## src/rtl/cpu_pkg.sv

```systemverilog
// Shared definitions for the tiny 8-bit CPU sequencer: opcode constants and
// the instruction-step state encoding.
package cpu_pkg;

    localparam int OP_WIDTH = 4;

    localparam logic [OP_WIDTH-1:0] OP_NOP = 4'h0;
    localparam logic [OP_WIDTH-1:0] OP_HLT = 4'hF;

    typedef enum logic [2:0] {
        IDLE,
        FETCH,
        DECODE,
        EXEC,
        WB,
        HALT
    } state_t;

endpackage

```

## src/rtl/tick_gen.sv

```systemverilog
// Free-running prescaler: tick is high for the one cycle in which the count
// reaches PRESCALE-1. PRESCALE=1 gives a tick every cycle.
module tick_gen #(
    parameter int PRESCALE = 1200000
) (
    input  logic CLK,
    input  logic RST_N,
    output logic tick
);

    localparam int CW = (PRESCALE > 1) ? $clog2(PRESCALE) : 1;
    localparam logic [CW-1:0] LAST = CW'(PRESCALE - 1);

    logic [CW-1:0] cnt;

    assign tick = (cnt == LAST);

    always_ff @(posedge CLK or negedge RST_N) begin
        if (!RST_N)
            cnt <= '0;
        else if (tick)
            cnt <= '0;
        else
            cnt <= cnt + 1'b1;
    end

endmodule

```

## src/rtl/cpu_seq_ctrl.sv

```systemverilog
// Instruction sequencer: steps each instruction FETCH->DECODE->EXEC->WB on the
// prescaled tick, with single-step queueing, halt-on-HLT and resume.
module cpu_seq_ctrl
    import cpu_pkg::*;
#(
    parameter int PRESCALE = 1200000,
    parameter int OP_W     = OP_WIDTH,
    parameter int CNT_W    = 8
) (
    input  logic             CLK,
    input  logic             RST_N,
    input  logic             run,
    input  logic             step,
    input  logic             resume,
    input  logic [OP_W-1:0]  opcode,
    output logic             ir_load,
    output logic             alu_en,
    output logic             rf_we,
    output logic             pc_inc,
    output logic             busy,
    output logic             halted,
    output logic [CNT_W-1:0] retired
);

    localparam logic [OP_W-1:0] NOP = OP_W'(OP_NOP);
    localparam logic [OP_W-1:0] HLT = OP_W'(OP_HLT);

    state_t state, state_n;
    logic   tick, step_pend;
    logic   ir_load_n, alu_en_n, rf_we_n, pc_inc_n, busy_n, halted_n;

    tick_gen #(.PRESCALE(PRESCALE)) u_tick (
        .CLK   (CLK),
        .RST_N (RST_N),
        .tick  (tick)
    );

    always_ff @(posedge CLK or negedge RST_N) begin
        if (!RST_N)
            state <= IDLE;
        else
            state <= state_n;
    end

    // Outputs are decoded from the next state and registered, so each one is
    // a flop aligned with the state it belongs to.
    always_comb begin
        state_n = state;
        case (state)
            IDLE:    if ((run && tick) || step || step_pend) state_n = FETCH;
            FETCH:   state_n = DECODE;
            DECODE:  state_n = (opcode == HLT) ? HALT : EXEC;
            EXEC:    state_n = WB;
            WB:      state_n = IDLE;
            HALT:    if (resume) state_n = WB;
            default: state_n = IDLE;
        endcase

        ir_load_n = (state_n == FETCH);
        alu_en_n  = (state_n == EXEC);
        pc_inc_n  = (state_n == WB);
        // Resume reuses WB for pc_inc/retire but must never write the RF.
        rf_we_n   = (state_n == WB) && (state == EXEC) && (opcode != NOP);
        busy_n    = (state_n != IDLE) && (state_n != HALT);
        halted_n  = (state_n == HALT);
    end

    always_ff @(posedge CLK or negedge RST_N) begin
        if (!RST_N) begin
            ir_load <= 1'b0;
            alu_en  <= 1'b0;
            rf_we   <= 1'b0;
            pc_inc  <= 1'b0;
            busy    <= 1'b0;
            halted  <= 1'b0;
        end else begin
            ir_load <= ir_load_n;
            alu_en  <= alu_en_n;
            rf_we   <= rf_we_n;
            pc_inc  <= pc_inc_n;
            busy    <= busy_n;
            halted  <= halted_n;
        end
    end

    always_ff @(posedge CLK or negedge RST_N) begin
        if (!RST_N)
            step_pend <= 1'b0;
        else if (state_n == FETCH)
            step_pend <= 1'b0;
        else if (step && (state != IDLE) && (state != HALT))
            step_pend <= 1'b1;
    end

    always_ff @(posedge CLK or negedge RST_N) begin
        if (!RST_N)
            retired <= '0;
        else if (state == WB)
            retired <= retired + 1'b1;
    end

endmodule
```

## config.mk

```make
export PLATFORM = sky130hd
export DESIGN_NAME = cpu_seq_ctrl
export DESIGN_NICKNAME = d
export VERILOG_FILES = /design/src/rtl/cpu_pkg.sv /design/src/rtl/tick_gen.sv /design/src/rtl/cpu_seq_ctrl.sv
export SDC_FILE = /design/constraint.sdc
export NUM_CORES = 1
export LEC_CHECK = 0
export ABC_CLOCK_PERIOD_IN_PS = 2200
export CAP_MARGIN = 20
export CORE_MARGIN = 3
export CORE_UTILIZATION = 50
export CTS_CLUSTER_SIZE = 10
export DETAILED_ROUTE_END_ITERATION = 7
export GPL_ROUTABILITY_DRIVEN = 0
export PLACE_DENSITY = 0.69
export SYNTH_ARGS = -nofsm -noshare
export SYNTH_HDL_FRONTEND = slang
export SYNTH_HIERARCHICAL = 1
export SYNTH_SLANG_ARGS = --single-unit
```

## constraint.sdc

```tcl
create_clock -name CLK -period 2.2 [get_ports CLK]
set_input_delay 0.66 -clock CLK [delete_from_list [all_inputs] [get_ports CLK]]
set_output_delay 0.66 -clock CLK [all_outputs]
set_load 0.01 [all_outputs]
```

[Yosys cells after proc, flatten, opt, wreduce, memory -nomap -nowiden]
Index checks and enable logic that the tools add are counted.
Cells by class
  reductions and logical operators: 13
  eq/ne operators: 13
  multiplexer cells: 7
  add/sub/neg operators: 2
Operators with widths (number)
  adder 21 x 1 -> 21 bit (second input constant): 1
  equality test 21 bit (second input constant): 1
  2-to-1 mux 21 bit: 1
  one-hot mux 3 bit (5 select lines): 1
  equality test 3 bit (second input constant): 4
  equality test 3 x 2 -> 1 bit (second input constant): 3
  2-to-1 mux 3 bit: 3
  adder 8 x 1 -> 8 bit (second input constant): 1
  equality test 3 x 1 -> 1 bit (second input constant): 2
  logical AND 1 bit: 6
  inequality test 3 bit (second input constant): 2
  nonzero test 3 bit: 2
  equality test 4 bit (second input constant): 1
  nonzero test 4 bit: 1
  logical NOT 3 bit: 1
  logical OR 1 bit: 2
  2-to-1 mux 1 bit: 2
  nonzero test 2 bit: 1
Storage, ports and cells
  output and inout port bits: 14
  input bits: 9
  logic and storage cells: 45
  flip-flop bits (word level): 39

[Longest topological paths before layout]
  word-level depth: 9
  gate-level depth with buffers: 7
  mapped depth without buffers: 6

[By module]
Netlist, hierarchy kept.
By module, submodules not included
  tick_gen: sequential area each 525.5 µm², cells each 96, instances 1, area each 1002.2 µm²
  cpu_seq_ctrl: sequential area each 450.4 µm², cells each 65, instances 1, area each 795.8 µm²

[Worst setup path after synthesis]
Ideal clock, no wire load.
  path kind: register -> register
  start: register u_tick.cnt[0]
  end: register state[0]
  setup time: 0.095 ns
  period minus slack after synthesis: 1.963 ns
  required time: 2.105 ns
  stages on the path, launching flop included: 8
  path buffers: 1
  setup slack: 0.237 ns
  arrival time: 1.868 ns
  cell sequence: dfrtp_1 > ha_1 > nand4_4 > nor4_1 > buf_2 > a211oi_1 > nor2b_1 > o31ai_1
Between the ends
  longest elaborated chain between the ends: 6
RTL lines
  from (decl): line tick_gen.sv:14  | logic [CW-1:0] cnt;
  from (signal assigned): line tick_gen.sv:24  | cnt <= cnt + 1'b1;
  equality test 21 bit: line tick_gen.sv:16  | assign tick = (cnt == LAST);
  named net tick: line cpu_seq_ctrl.sv:29  | logic tick, step_pend;
  logical AND 1 bit: line cpu_seq_ctrl.sv:50  | IDLE: if ((run && tick) || step || step_pend) state_n = FETCH;
  logical OR 1 bit (2 in series): line cpu_seq_ctrl.sv:50
  2-to-1 mux 3 bit: line cpu_seq_ctrl.sv:50
  one-hot mux 3 bit (5 select lines): line cpu_seq_ctrl.sv:49  | case (state)
  named net state_n[0]: line cpu_seq_ctrl.sv:28  | state_t state, state_n;
  to (signal assigned): line cpu_seq_ctrl.sv:42  | state <= state_n;
  to (decl): line cpu_seq_ctrl.sv:28
The timed path passes the listed nets, and every way through them passes these cells.
A chain may end at the register's enable or synchronous reset.

[Worst setup path after layout]
  start: register u_tick.cnt[0]
  end: register u_tick.cnt[20]
Between the ends
  longest elaborated chain between the ends: 2
  elaborated cells on any way between the ends: 3
  classes of those cells: add/sub: 1; eq/ne: 1; mux: 1
RTL lines
  adder 21 x 1 -> 21 bit / equality test 21 bit (equally long branches): line tick_gen.sv:24, tick_gen.sv:16
  2-to-1 mux 21 bit (*): line tick_gen.sv:21  | else if (tick)
Mark *: on every way between the ends. The rest lies on a longest branch, timed or not.

==> metrics.txt <==
status=completed; Cell Pwr Density=882 mW/mm^2; number of vias per cell=5.63; Synth cell types=39; Hold Crit Class=in2async; post-layout min period=2.02 ns; FMAX=496 MHz; CTS tree=yes; post-synthesis instance total=161; area of the multi-input gates=808 um^2; Primary FF master, synth=dfrtp_1; hold_ws=0.356 ns; Num CTS Buffers=5; Die W=66.0 um; io pins=23; fillers=288; diode count=0; Initial Util=53.0%; residual DRC count=0; # nets final=200; final period utilization=91.6%; FFs w/ async S/R, synth=100%; Core Region=0.00339 mm^2; Clock Pin Slew Worst Setup and Hold Paths=0.11 ns; leakage dissipation=0.898 nW; initial antenna violation count=0; actual slew at the worst max-slew pin=0.510 ns; CP max stage delay=0.57 ns; WP buf/inv=0; Layout Cells excl Fill=235; Clock Skew=0.00833 ns; Req. time, crit path=2.46 ns; final setup violation count=0; root buffer cell=clkbuf_4; peak supply drop=0.000488 V; critical path endpoint category=flip-flop; Syn Nets=172; wirelength, routed=3550 um; Top delay family on crit path=simple AND/OR/NAND/NOR gates; DR pass1 iterations=4; CP Cell Sequence=ha_1 -> nand4_4 -> or4_1 -> or3_1 -> a21oi_1; startpoint types=flip-flop; Slew headroom=66.0%; FF+latch count, synth=39; register area share after synthesis=54.3%; Largest register FFs=21; vias in the first global route=1407; Post-synth EDFFs=0; most frequent cells in the layout=39 x dfrtp_1, 21 x clkdlybuf4s50_1, 16 x nor2_1, 16 x xnor2_1, 12 x nand2_1; Pins Over Slew Limit=0; Max clock buf depth=2; Max-cap violations=0; cts hold-fix bufs=0; die height=66.0 um; detailed-route via count=1323; All-Layer GR Usage=19.1%; later-pin clock latency in the skew report=0.33 ns; Setup Crit Path Kind=reg2reg; Final Hold Viols=0; layout cells sized above 1=10.6%; Post-DRT Antenna Nets=0; most common cell after layout, fill and taps aside=dfrtp_1; full die area=0.00435 mm^2; first-pass GRT wire length=6270 um; IO buf count=22; post-DP HPWL=2520 um; Core Rows=21; setup TNS=0 ns; biggest regs=u_tick/cnt: 21 flops, retired: 8 flops, state: 3 flops; Post-Synthesis Cell Area=0.00180 mm^2; clk sinks=39; slowest CP cell=or4_1; Synth Warn #=6; Critical Path AT=2.28 ns; Layout area overhead=20.0%; register area=976 um^2; DR WL/cell=15.1 um; CP Max Fanout=8; GR Overflow Total=0; Avg Synthesized Cell Area=11.2 um^2; # H-tree levels=2; Reg with most FFs=u_tick/cnt; pin count of the biggest net entering global routing=40; Post-CTS Setup Inserts=0; Placed Cells=228; initial detailed-routing violation count=94; RSZ-0062 raised after global routing=no
## metal layers
| layer | GRT usage [%] | vias to the layer above | wire length [um] |
|---|---|---|---|
| met3 | 4.93 | 9 | 157 |
| met5 | 0 | - | 0 |
| met1 | 22.8 | 653 | 1510 |
| met4 | 8.38 | 0 | 61 |
| met2 | 32.2 | 29 | 1820 |
| li1 | - | 632 | - |
## through the flow
stage	power [W]	setup WS (ns)	instance area, um^2	utilization (%)
3_5_place_dp	0.00146	0.127	2060	60.8
4_1_cts	0.00192	0.0872	2130	62.9
2_1_floorplan	0.00124	0.237	1800	-
5_1_grt	0.00203	0.0626	2160	63.7
6_report	0.00190	0.184	2160	63.7
3_3_place_gp	0.00144	0.313	2060	60.8
## area by class of cell
| class | instances | area share, % |
|---|---|---|
| inverters | 2 | 0.348 |
| multi-input cells | 116 | 37.4 |
| repair buffers | 25 | 11.0 |
| flip-flops and latches | 39 | 45.2 |
| clock inverters | 1 | 1.39 |
| clock buffers | 6 | 1.91 |
| well taps | 46 | 2.67 |
## synth_stat cells (3+ instances only)
cell | count | area share, %
dfrtp_1 | 39 | 54
nor2_1 | 16 | 3.3
xnor2_1 | 16 | 7.8
nand2_1 | 12 | 2.5
nand4_1 | 11 | 3.8
xor2_1 | 7 | 3.4
nor4_1 | 6 | 2.1
a21oi_1 | 5 | 1.4
nor2b_1 | 4 | 1.4
nand3_1 | 3 | 0.83
or3_1 | 3 | 1.0
## final timing paths
| kind | from | endpoint | slack (ns) | depth (start not counted) |
|---|---|---|---|---|
| min | RST_N | u_tick/cnt[6] | 0.36 | 2 |
| min in group CLK | retired[7] | retired[7] | 0.48 | 1 |
| max in group asynchronous | RST_N | u_tick/cnt[12] | 1.50 | 2 |
| min reg2reg | retired[7] | retired[7] | 0.48 | 1 |
| max reg2reg | u_tick/cnt[0] | u_tick/cnt[20] | 0.18 | 5 |
| max | u_tick/cnt[0] | u_tick/cnt[20] | 0.18 | 5 |
## what timing repair did
action | 4_1_cts | 5_1_grt
endpoints found under the hold margin | 0 | 0
endpoints found under the setup margin | 0 | 1
resized for setup | 0 | 4
## cell families after synthesis
| kind of cell | synth area share (%) |
|---|---|
| AO/OA/AOI/OAI | 5.99 |
| AND/OR/NAND/NOR | 23.7 |
| adder cells (fa/ha/maj) | 1.39 |
| buffers and inverters | 2.23 |
| flip-flops | 54.3 |
| multiplexers | 1.18 |
| XOR/XNOR | 11.2 |
## power breakdown
part	switching, W	internal, W
combinational	0.000201	0.000275
sequential	0.000153	0.000827
clock	0.000214	0.000234
(Power assumes the default switching activity.)
